==> src/rtl/sr_pulse_driver.sv <==
// Queues set/reset commands and turns each one into a timed pulse on a downstream
// SR flip-flop, then samples the flop's q to confirm it reached the expected state.
module sr_pulse_driver #(
  parameter int DEPTH   = 4,
  parameter int GAP_CYC = 2
) (
  input  logic       clock,
  input  logic       reset,
  input  logic       req_valid,
  output logic       req_ready,
  input  logic       req_op,
  input  logic [3:0] req_width,
  output logic       set_o,
  output logic       rst_o,
  input  logic       q_in,
  output logic       exp_q,
  output logic       busy,
  output logic       err,
  input  logic       err_clr
);

  localparam int PTR_W = (DEPTH > 1) ? $clog2(DEPTH) : 1;
  localparam int OCC_W = PTR_W + 1;
  localparam int GAP_W = $clog2(GAP_CYC + 1);
  localparam int CNT_W = (GAP_W > 4) ? GAP_W : 4;

  typedef enum logic [1:0] {
    IDLE  = 2'd0,
    PULSE = 2'd1,
    GAP   = 2'd2,
    CHECK = 2'd3
  } state_t;

  state_t           state_q, state_d;
  logic [PTR_W-1:0] wr_ptr_q, wr_ptr_d;
  logic [PTR_W-1:0] rd_ptr_q, rd_ptr_d;
  logic [OCC_W-1:0] occ_q, occ_d;
  logic [4:0]       mem_q [DEPTH];
  logic [4:0]       mem_d [DEPTH];
  logic [CNT_W-1:0] cnt_q, cnt_d;
  logic             set_q, set_d;
  logic             rst_q, rst_d;
  logic             exp_q_q, exp_q_d;
  logic             err_q, err_d;
  logic             busy_q, busy_d;

  logic             push;
  logic             pop;
  logic             head_op;
  logic [3:0]       head_width;

  // No bypass: readiness depends only on the registered occupancy.
  assign req_ready = (occ_q < OCC_W'(DEPTH));
  assign set_o     = set_q;
  assign rst_o     = rst_q;
  assign exp_q     = exp_q_q;
  assign err       = err_q;
  assign busy      = busy_q;

  always_comb begin
    push       = req_valid && req_ready && reset;
    pop        = (state_q == IDLE) && (occ_q != '0);
    head_op    = mem_q[rd_ptr_q][4];
    head_width = mem_q[rd_ptr_q][3:0];

    mem_d = mem_q;
    if (push) begin
      mem_d[wr_ptr_q] = {req_op, req_width};
    end

    wr_ptr_d = push ? (wr_ptr_q + PTR_W'(1)) : wr_ptr_q;
    rd_ptr_d = pop  ? (rd_ptr_q + PTR_W'(1)) : rd_ptr_q;

    occ_d = occ_q;
    if (push && !pop) begin
      occ_d = occ_q + OCC_W'(1);
    end else if (pop && !push) begin
      occ_d = occ_q - OCC_W'(1);
    end
  end

  // set_d and rst_d are only ever loaded as a complementary pair or both cleared,
  // so the two outputs can never be high together.
  always_comb begin
    state_d = state_q;
    cnt_d   = cnt_q;
    set_d   = set_q;
    rst_d   = rst_q;
    exp_q_d = exp_q_q;
    err_d   = err_q;

    if (err_clr) begin
      err_d = 1'b0;
    end

    unique case (state_q)
      IDLE: begin
        if (pop) begin
          state_d = PULSE;
          cnt_d   = (head_width == 4'd0) ? CNT_W'(1) : CNT_W'(head_width);
          set_d   = head_op;
          rst_d   = !head_op;
          exp_q_d = head_op;
        end
      end
      PULSE: begin
        if (cnt_q == CNT_W'(1)) begin
          state_d = GAP;
          cnt_d   = CNT_W'(GAP_CYC);
          set_d   = 1'b0;
          rst_d   = 1'b0;
        end else begin
          cnt_d = cnt_q - CNT_W'(1);
        end
      end
      GAP: begin
        if (cnt_q == CNT_W'(1)) begin
          state_d = CHECK;
        end else begin
          cnt_d = cnt_q - CNT_W'(1);
        end
      end
      CHECK: begin
        if (q_in != exp_q_q) begin
          err_d = 1'b1;
        end
        state_d = IDLE;
      end
      default: begin
        state_d = IDLE;
        set_d   = 1'b0;
        rst_d   = 1'b0;
      end
    endcase

    busy_d = (state_d != IDLE) || (occ_d != '0);
  end

  always_ff @(posedge clock) begin
    if (!reset) begin
      state_q  <= IDLE;
      wr_ptr_q <= '0;
      rd_ptr_q <= '0;
      occ_q    <= '0;
      cnt_q    <= '0;
      set_q    <= 1'b0;
      rst_q    <= 1'b0;
      exp_q_q  <= 1'b0;
      err_q    <= 1'b0;
      busy_q   <= 1'b0;
    end else begin
      state_q  <= state_d;
      wr_ptr_q <= wr_ptr_d;
      rd_ptr_q <= rd_ptr_d;
      occ_q    <= occ_d;
      cnt_q    <= cnt_d;
      set_q    <= set_d;
      rst_q    <= rst_d;
      exp_q_q  <= exp_q_d;
      err_q    <= err_d;
      busy_q   <= busy_d;
    end
  end

  // Storage needs no reset: occupancy alone decides which entries are valid.
  always_ff @(posedge clock) begin
    mem_q <= mem_d;
  end

endmodule

==> config.mk <==
export PLATFORM = sky130hd
export DESIGN_NAME = sr_pulse_driver
export DESIGN_NICKNAME = d
export VERILOG_FILES = /design/src/rtl/sr_pulse_driver.sv
export SDC_FILE = /design/constraint.sdc
export NUM_CORES = 1
export LEC_CHECK = 0
export CAP_MARGIN = 40
export CORE_UTILIZATION = 50
export CTS_CLUSTER_DIAMETER = 200
export CTS_CLUSTER_SIZE = 40
export DETAILED_ROUTE_END_ITERATION = 8
export GPL_ROUTABILITY_DRIVEN = 0
export GPL_TIMING_DRIVEN = 0
export PLACE_DENSITY = 0.73
export SLEW_MARGIN = 20
export SYNTH_ARGS = -nofsm -noshare
export SYNTH_HDL_FRONTEND = slang
export SYNTH_SLANG_ARGS = --single-unit
==> constraint.sdc <==
create_clock -name clock -period 2.37 [get_ports clock]
set_input_delay 0.3555 -clock clock [delete_from_list [all_inputs] [get_ports clock]]
set_output_delay 0.3555 -clock clock [all_outputs]
set_load 0.01 [all_outputs]
==> key figures, run 1 <==
Yosys
  – Post-Synth Simple-Gate Area: 14.9%
  – Adder-Cell Fraction of Synth Area: 9.51%
  – Post-synth top area cell: edfxtp_1
  – Synth warnings: 0
  – Post-synth ARST share: 0%
  – Prevailing post-synth register cell: edfxtp_1
  – Mean Syn Cell Area: 11.5 um^2
  – Mux contribution to synthesized area: 6.11%
  – Netlist Area Pre-Place: 1840 um^2
  – Distinct cell type count after synthesis: 40
  – Number of synthesized flops with an enable pin: 20
  – Synth top area share: 32.6%
  – Largest family of logic cells by synthesized area: simple AND/OR/NAND/NOR gates
  – Largest cells by area after synthesis: edfxtp_1 (33%), dfxtp_1 (20%), ha_1 (9.5%), mux4_2 (6.1%), inv_1 (2.9%)
  – Sequential area share after synthesis: 52.2%
  – Flops & latches, synth: 38
  – Xor-xnor portion of the synthesized cell area: 2.85%
  – Mapped Cells: 160
  – Synth Area in Compound Gates: 10.5%
  – Post-Syn Nets: 184

Clock tree
  – Root buffer cell: clkbuf_8
  – CTS sink cnt: 38
  – Setup bufs post-CTS: 0
  – Clk_lat worst skew: 290 ps
  – Num CTS Buffers: 5
  – CTS clk-pin slew, worst paths: 70 ps
  – Max Buffers Root-to-Sink: 2
  – CTS H-tree lvls: 2
  – CTS tree: yes
  – PostCTS Resize Cnt: 0
  – CTS Hold Bufs: 0

Power and ir drop
  – Static Leak: 0.808 nW
  – VDD IR max: 0.505 mV
  – Power per cell area: 1130 nW/um^2
  – Psw: 0.000879 W
  – Switching part of the total: 36.4%
  – P_int: 0.00154 W
  – Power share of the combinational group: 44.6%
  – Clock share of power: 17.4%
  – Sequential Power Share: 38.0%

Global route
  – GR Util All Layers: 19.9%
  – Initial antenna violation count: 0
  – Pin count of the biggest net entering global routing: 12
  – Vias in the first global route: 1254
  – GRT overflow: 0
  – Global-route wire length before repair: 5.78 mm

Route
  – Residual DRC: 0
  – Wirelength per Cell: 14.7 um
  – DRT iter0 DRCs: 37
  – Detailed Route WL: 3.38 mm
  – Iteration count of the initial detailed-routing pass: 4
  – Post-route ant nets: 0
  – DR vias/cell: 5.37
  – Vias: 1229

Placed design
  – DP Wirelength: 2.54 mm
  – DP Area: 2050 um^2
  – Quantity of I/O buffers inserted on ports: 15

Setup path
  – Crit path DAT: 2310 ps
  – CP required: 2540 ps
  – Startpoint type of the worst setup path: flip-flop
  – R2R cell count: 6
  – Crit. End Element: flip-flop
  – Crit path kind: flip-flop to flip-flop
  – Reg-to-reg slack, setup: 230 ps
  – Worst Setup SP: cnt_q[0]
  – R2R Path Start: cnt_q[0]
  – Max FO, Critical Path: 6

Layout
  – Fin area: 2130 um^2
  – Nets: 206
  – Number of antenna diodes: 0
  – Most common cell after layout, fill and taps aside: edfxtp_1
  – Share of cells above drive strength 1: 8.20%
  – Most frequent cells in the layout: edfxtp_1 (20), dfxtp_1 (18), clkdlybuf4s50_1 (15), inv_1 (14), ha_1 (14)
  – Area Growth Syn to Fin: 15.6%

Min path
  – Hold/Removal Path Class: flip-flop to flip-flop
  – Worst Hold Depth: 2
  – Hold Path Origin: exp_q

Floorplanning
  – Effective utilization at floorplan: 53.5%
  – Area of the core: 3440 um^2
  – Cell Rows: 21
  – Die Span Y: 62.7 um
  – Die X: 62.7 um
  – Die area: 3930 um^2
  – Io pins: 16

Timing
  – Final Max Tran Viols: 0
  – Peak Freq: 467 MHz
  – Final Hold Vio Count: 0
  – Hold_ws: 486 ps
  – Slew margin rel.: 48.6%
  – Setup violation total in the final timing report: 0
  – Tcrit/Tclk final: 90.4%
  – Unrepaired setup endpoints after global routing: false
  – Final worst path period need: 2140 ps
  – Worst-margin pin slew: 769 ps
  – Worst Clk Skew: 3.56 ps

Job
  – Max_cap viols: 0

Status
  – Status: finished clean
-- routing by layer --
| metal | global-route usage, % | routed length (um) |
|---|---|---|
| met4 | 7.56 | 36 |
| met3 | 6.75 | 153 |
| met5 | 0 | 0 |
| met2 | 33.6 | 1700 |
| met1 | 23.2 | 1490 |
-- cell usage after synthesis, types with 3 or more instances --
cell type / n
nand2_1: 10
clkbuf_1: 3
and2_1: 6
inv_1: 14
a21oi_1: 8
nand2b_1: 4
nor2_1: 12
nor3_1: 4
xnor2_1: 4
ha_1: 14
dfxtp_1: 18
edfxtp_1: 20
o21ai_0: 4
mux4_2: 5
-- worst paths after layout --
| check | endpoint |
|---|---|
| worst max-delay path | cnt_q[3] |
| worst min register to register | exp_q |
| worst max register to register | cnt_q[3] |
| worst min-delay path | exp_q |
-- flip-flops by register name, indices dropped and copies added (netlist names) --
| register | cells |
|---|---|
| busy | 1 |
| cnt_q | 4 |
| err | 1 |
| exp_q | 1 |
| mem_q | 20 |
| occ_q | 3 |
| rd_ptr_q | 2 |
| rst_o | 1 |
| set_o | 1 |
| state_q | 2 |
| wr_ptr_q | 2 |
-- area by class of cell --
| cell class | instances | area (um^2) |
|---|---|---|
| Fill cell | 286 | 1310 |
| Sequential cell | 38 | 961 |
| Multi-Input combinational cell | 103 | 808 |
| Timing Repair Buffer | 15 | 150 |
| Clock buffer | 8 | 80.1 |
| Tap cell | 46 | 57.6 |
| Inverter | 14 | 52.6 |
| Buffer | 5 | 20.0 |
-- power groups by stage --
stage	registers (W)	logic (W)	clock network, W
6_report	0.000917	0.00108	0.000420
5_1_grt	0.000936	0.00120	0.000462
4_1_cts	0.000918	0.00108	0.000432
2_1_floorplan	0.000925	0.000791	0
3_5_place_dp	0.000933	0.00107	0
3_3_place_gp	0.000923	0.00103	0
-- worst max-delay path, cell delays in order, from the launching register on --
cell       delay [ps]
dfxtp_1           410
ha_1              170
nor3b_1           640
a2bb2oi_1         400
o21ai_0           150
a22oi_1           210
nor2_1             50
-- metrics by stage --
stage               TNS, ps  std cells  setup slack, ps  utilization, %  power [W]
global route              0        229             51.2            61.9    0.00260
floorplan                 0        160              506               -    0.00172
CTS                       0        229              233            61.9    0.00243
detailed placement   -0.241        221           -0.241            59.5    0.00201
finish                    0        229              228            61.9    0.00242
global placement          0        221             73.5            59.5    0.00195
-- logic make-up (layout without fill, tap and decap cells) --
group | Yosys count | after routing
simple gates | 51 | 51
buf+inv | 19 | 42
xor+xnor | 6 | 6
mux | 5 | 5
fa+ha+maj | 14 | 14
compound gates | 27 | 27
flops | 38 | 38
Note: power is estimated with default switching activity, not from simulation.
==> inputs of run 2 (changes only) <==
--- a/config.mk
+++ b/config.mk
@@ -7,6 +7,7 @@
 export LEC_CHECK = 0
 export CAP_MARGIN = 40
 export CORE_UTILIZATION = 50
+export CTS_BUF_LIST = sky130_fd_sc_hd__clkbuf_4 sky130_fd_sc_hd__clkbuf_8
 export CTS_CLUSTER_DIAMETER = 200
 export CTS_CLUSTER_SIZE = 40
 export DETAILED_ROUTE_END_ITERATION = 8
==> run 2 against run 1 <==
Compared with the run above: via count increased by 0.49%; wire length about the same; maximum frequency decreased by 0.22%; combinational power about the same; global-route usage about the same.
==> key figures, run 2 (same netlist as run 1, synthesis figures left out) <==
Setup path
  – Crit. End Element: flip-flop
  – Startpoint type of the worst setup path: flip-flop
  – Crit path DAT: 2310 ps (about the same)
  – Max FO, Critical Path: 6 (unchanged)
  – CP required: 2540 ps (about the same)
  – Crit path kind: flip-flop to flip-flop

Placed design
  – DP Wirelength: 2.54 mm (unchanged)
  – Quantity of I/O buffers inserted on ports: 15 (unchanged)
  – Pre-CTS WS: -0.241 ps (unchanged)
  – Cell count after placement: 221 (unchanged)

Clock tree
  – CTS H-tree lvls: 2 (unchanged)
  – Setup bufs post-CTS: 0 (unchanged)
  – CTS clk-pin slew, worst paths: 70 ps (about the same)
  – CTS tree: yes
  – Num CTS Buffers: 5 (unchanged)
  – CTS Hold Bufs: 0 (unchanged)
  – Max Buffers Root-to-Sink: 2 (unchanged)
  – CTS sink cnt: 38 (unchanged)
  – PostCTS Resize Cnt: 0 (unchanged)
  – Root buffer cell: clkbuf_8
  – Clk_lat worst skew: 290 ps (about the same)

Timing
  – Peak Freq: 466 MHz (-0.22%)
  – Tcrit/Tclk final: 90.6% (+0.20 points)
  – Final Max Tran Viols: 0 (unchanged)
  – Final Hold Vio Count: 0 (unchanged)
  – Final worst path period need: 2150 ps (+4.64 ps)
  – Slew margin rel.: 48.3% (-0.33 points)
  – Worst-margin pin slew: 774 ps (+4.89 ps)
  – Setup violation total in the final timing report: 0 (unchanged)
  – Worst Clk Skew: 3.55 ps (-0.0132 ps)
  – Unrepaired setup endpoints after global routing: false
  – Worst setup margin: 223 ps (-4.64 ps)

Route
  – Post-route ant nets: 0 (unchanged)
  – DR vias/cell: 5.39 (+0.49%)
  – Iteration count of the initial detailed-routing pass: 4 (unchanged)
  – DRT iter0 DRCs: 73 (+97%)
  – Residual DRC: 0 (unchanged)
  – Detailed Route WL: 3.38 mm (about the same)
  – Vias: 1235 (+0.49%)
  – Wirelength per Cell: 14.8 um (about the same)

Layout
  – Max reg flops: 20 (unchanged)
  – Largest regs: mem_q (20), cnt_q (4), occ_q (3)
  – Most common cell after layout, fill and taps aside: edfxtp_1
  – Most frequent cells in the layout: edfxtp_1 (20), dfxtp_1 (18), clkdlybuf4s50_1 (15), inv_1 (14), ha_1 (14)
  – Share of cells above drive strength 1: 9.84% (+1.6 points)
  – Area Growth Syn to Fin: 16.2%
  – Nets: 206 (unchanged)
  – Area of the multi-input gates: 808 um^2 (unchanged)
  – Number of antenna diodes: 0 (unchanged)
  – Most flops, register: mem_q
  – Cell Count, Final, Fillers Out: 229 (unchanged)
  – FILL cells: 281 (-1.7%)
  – Final core occ: 62.2% (+0.33 points)
  – Sequential cell area: 961 um^2 (unchanged)

Global route
  – GR Util All Layers: 19.9% (+0.039 points)
  – Vias in the first global route: 1256 (+0.16%)
  – GRT overflow: 0 (unchanged)
  – Initial antenna violation count: 0 (unchanged)
  – Global-route wire length before repair: 5.80 mm (+0.24%)
  – Pin count of the biggest net entering global routing: 12 (unchanged)

Floorplanning
  – Effective utilization at floorplan: 53.5% (unchanged)
  – Die area: 3930 um^2 (unchanged)
  – Die X: 62.7 um (unchanged)
  – Die Span Y: 62.7 um (unchanged)
  – Io pins: 16 (unchanged)
  – Area of the core: 3440 um^2 (unchanged)
  – Cell Rows: 21 (unchanged)

Min path
  – Hold/Removal Path Class: flip-flop to flip-flop

Power and ir drop
  – Static Leak: 0.818 nW (+1.3%)
  – Total power: 0.00245 W (+1.5%)
  – Power per cell area: 1150 nW/um^2 (+0.95%)
  – VDD IR max: 0.507 mV (+0.31%)

Status
  – Status: finished clean

Job
  – Max_cap viols: 0 (unchanged)
## run 2: cell count changes in the layout (fill, tap and decap cells not counted)
cell	previous run	this run
clkbuf_4	0	3
clkbuf_1	6	3
## run 2: stage by stage
stage / setup TNS, ps / cell area [um^2] / hold slack [ps]
2_1_floorplan: 0 / 1840 / 454
3_3_place_gp: 0 / 2050 / 461
3_5_place_dp: -0.241 / 2050 / 481
4_1_cts: 0 / 2140 / 490
5_1_grt: 0 / 2140 / 514
6_report: 0 / 2140 / 486
## run 2: cell type report
class	instances	area share [%]
Clock buffer	8	4.27
Tap cell	46	2.69
Multi-Input combinational cell	103	37.8
Inverter	14	2.45
Buffer	5	0.935
Timing Repair Buffer	15	7.01
Sequential cell	38	44.9
## run 2: path summary, 6_finish.rpt
check	cells after the start	end	from	slack, ps
max	6	cnt_q[3]	cnt_q[0]	220
min	2	exp_q	exp_q	490
max reg2reg	6	cnt_q[3]	cnt_q[0]	220
min reg2reg	2	exp_q	exp_q	490
## run 2: critical path, cell delays in order (launching register included)
cell       delay (ps)
dfxtp_1           410
ha_1              170
nor3b_1           640
a2bb2oi_1         400
o21ai_0           150
a22oi_1           210
nor2_1             50
## run 2: where the power goes
| group | total, W | switching, W | internal, W |
|---|---|---|---|
| Clock | 0.000455 | 0.000212 | 0.000243 |
| Sequential | 0.000917 | 0.0000929 | 0.000824 |
| Combinational | 0.00108 | 0.000576 | 0.000504 |
## run 2: routing by layer
metal  wire length [um]  vias to the layer above  part of all wire, %  global-route usage (%)
met5                  0                        -                    0                       0
met4                 54                        0                  1.6                    7.56
met3                147                        6                  4.4                    6.75
met2               1690                       29                   50                    33.7
met1               1490                      588                   44                    23.2
li1                   -                      612                    -                       -
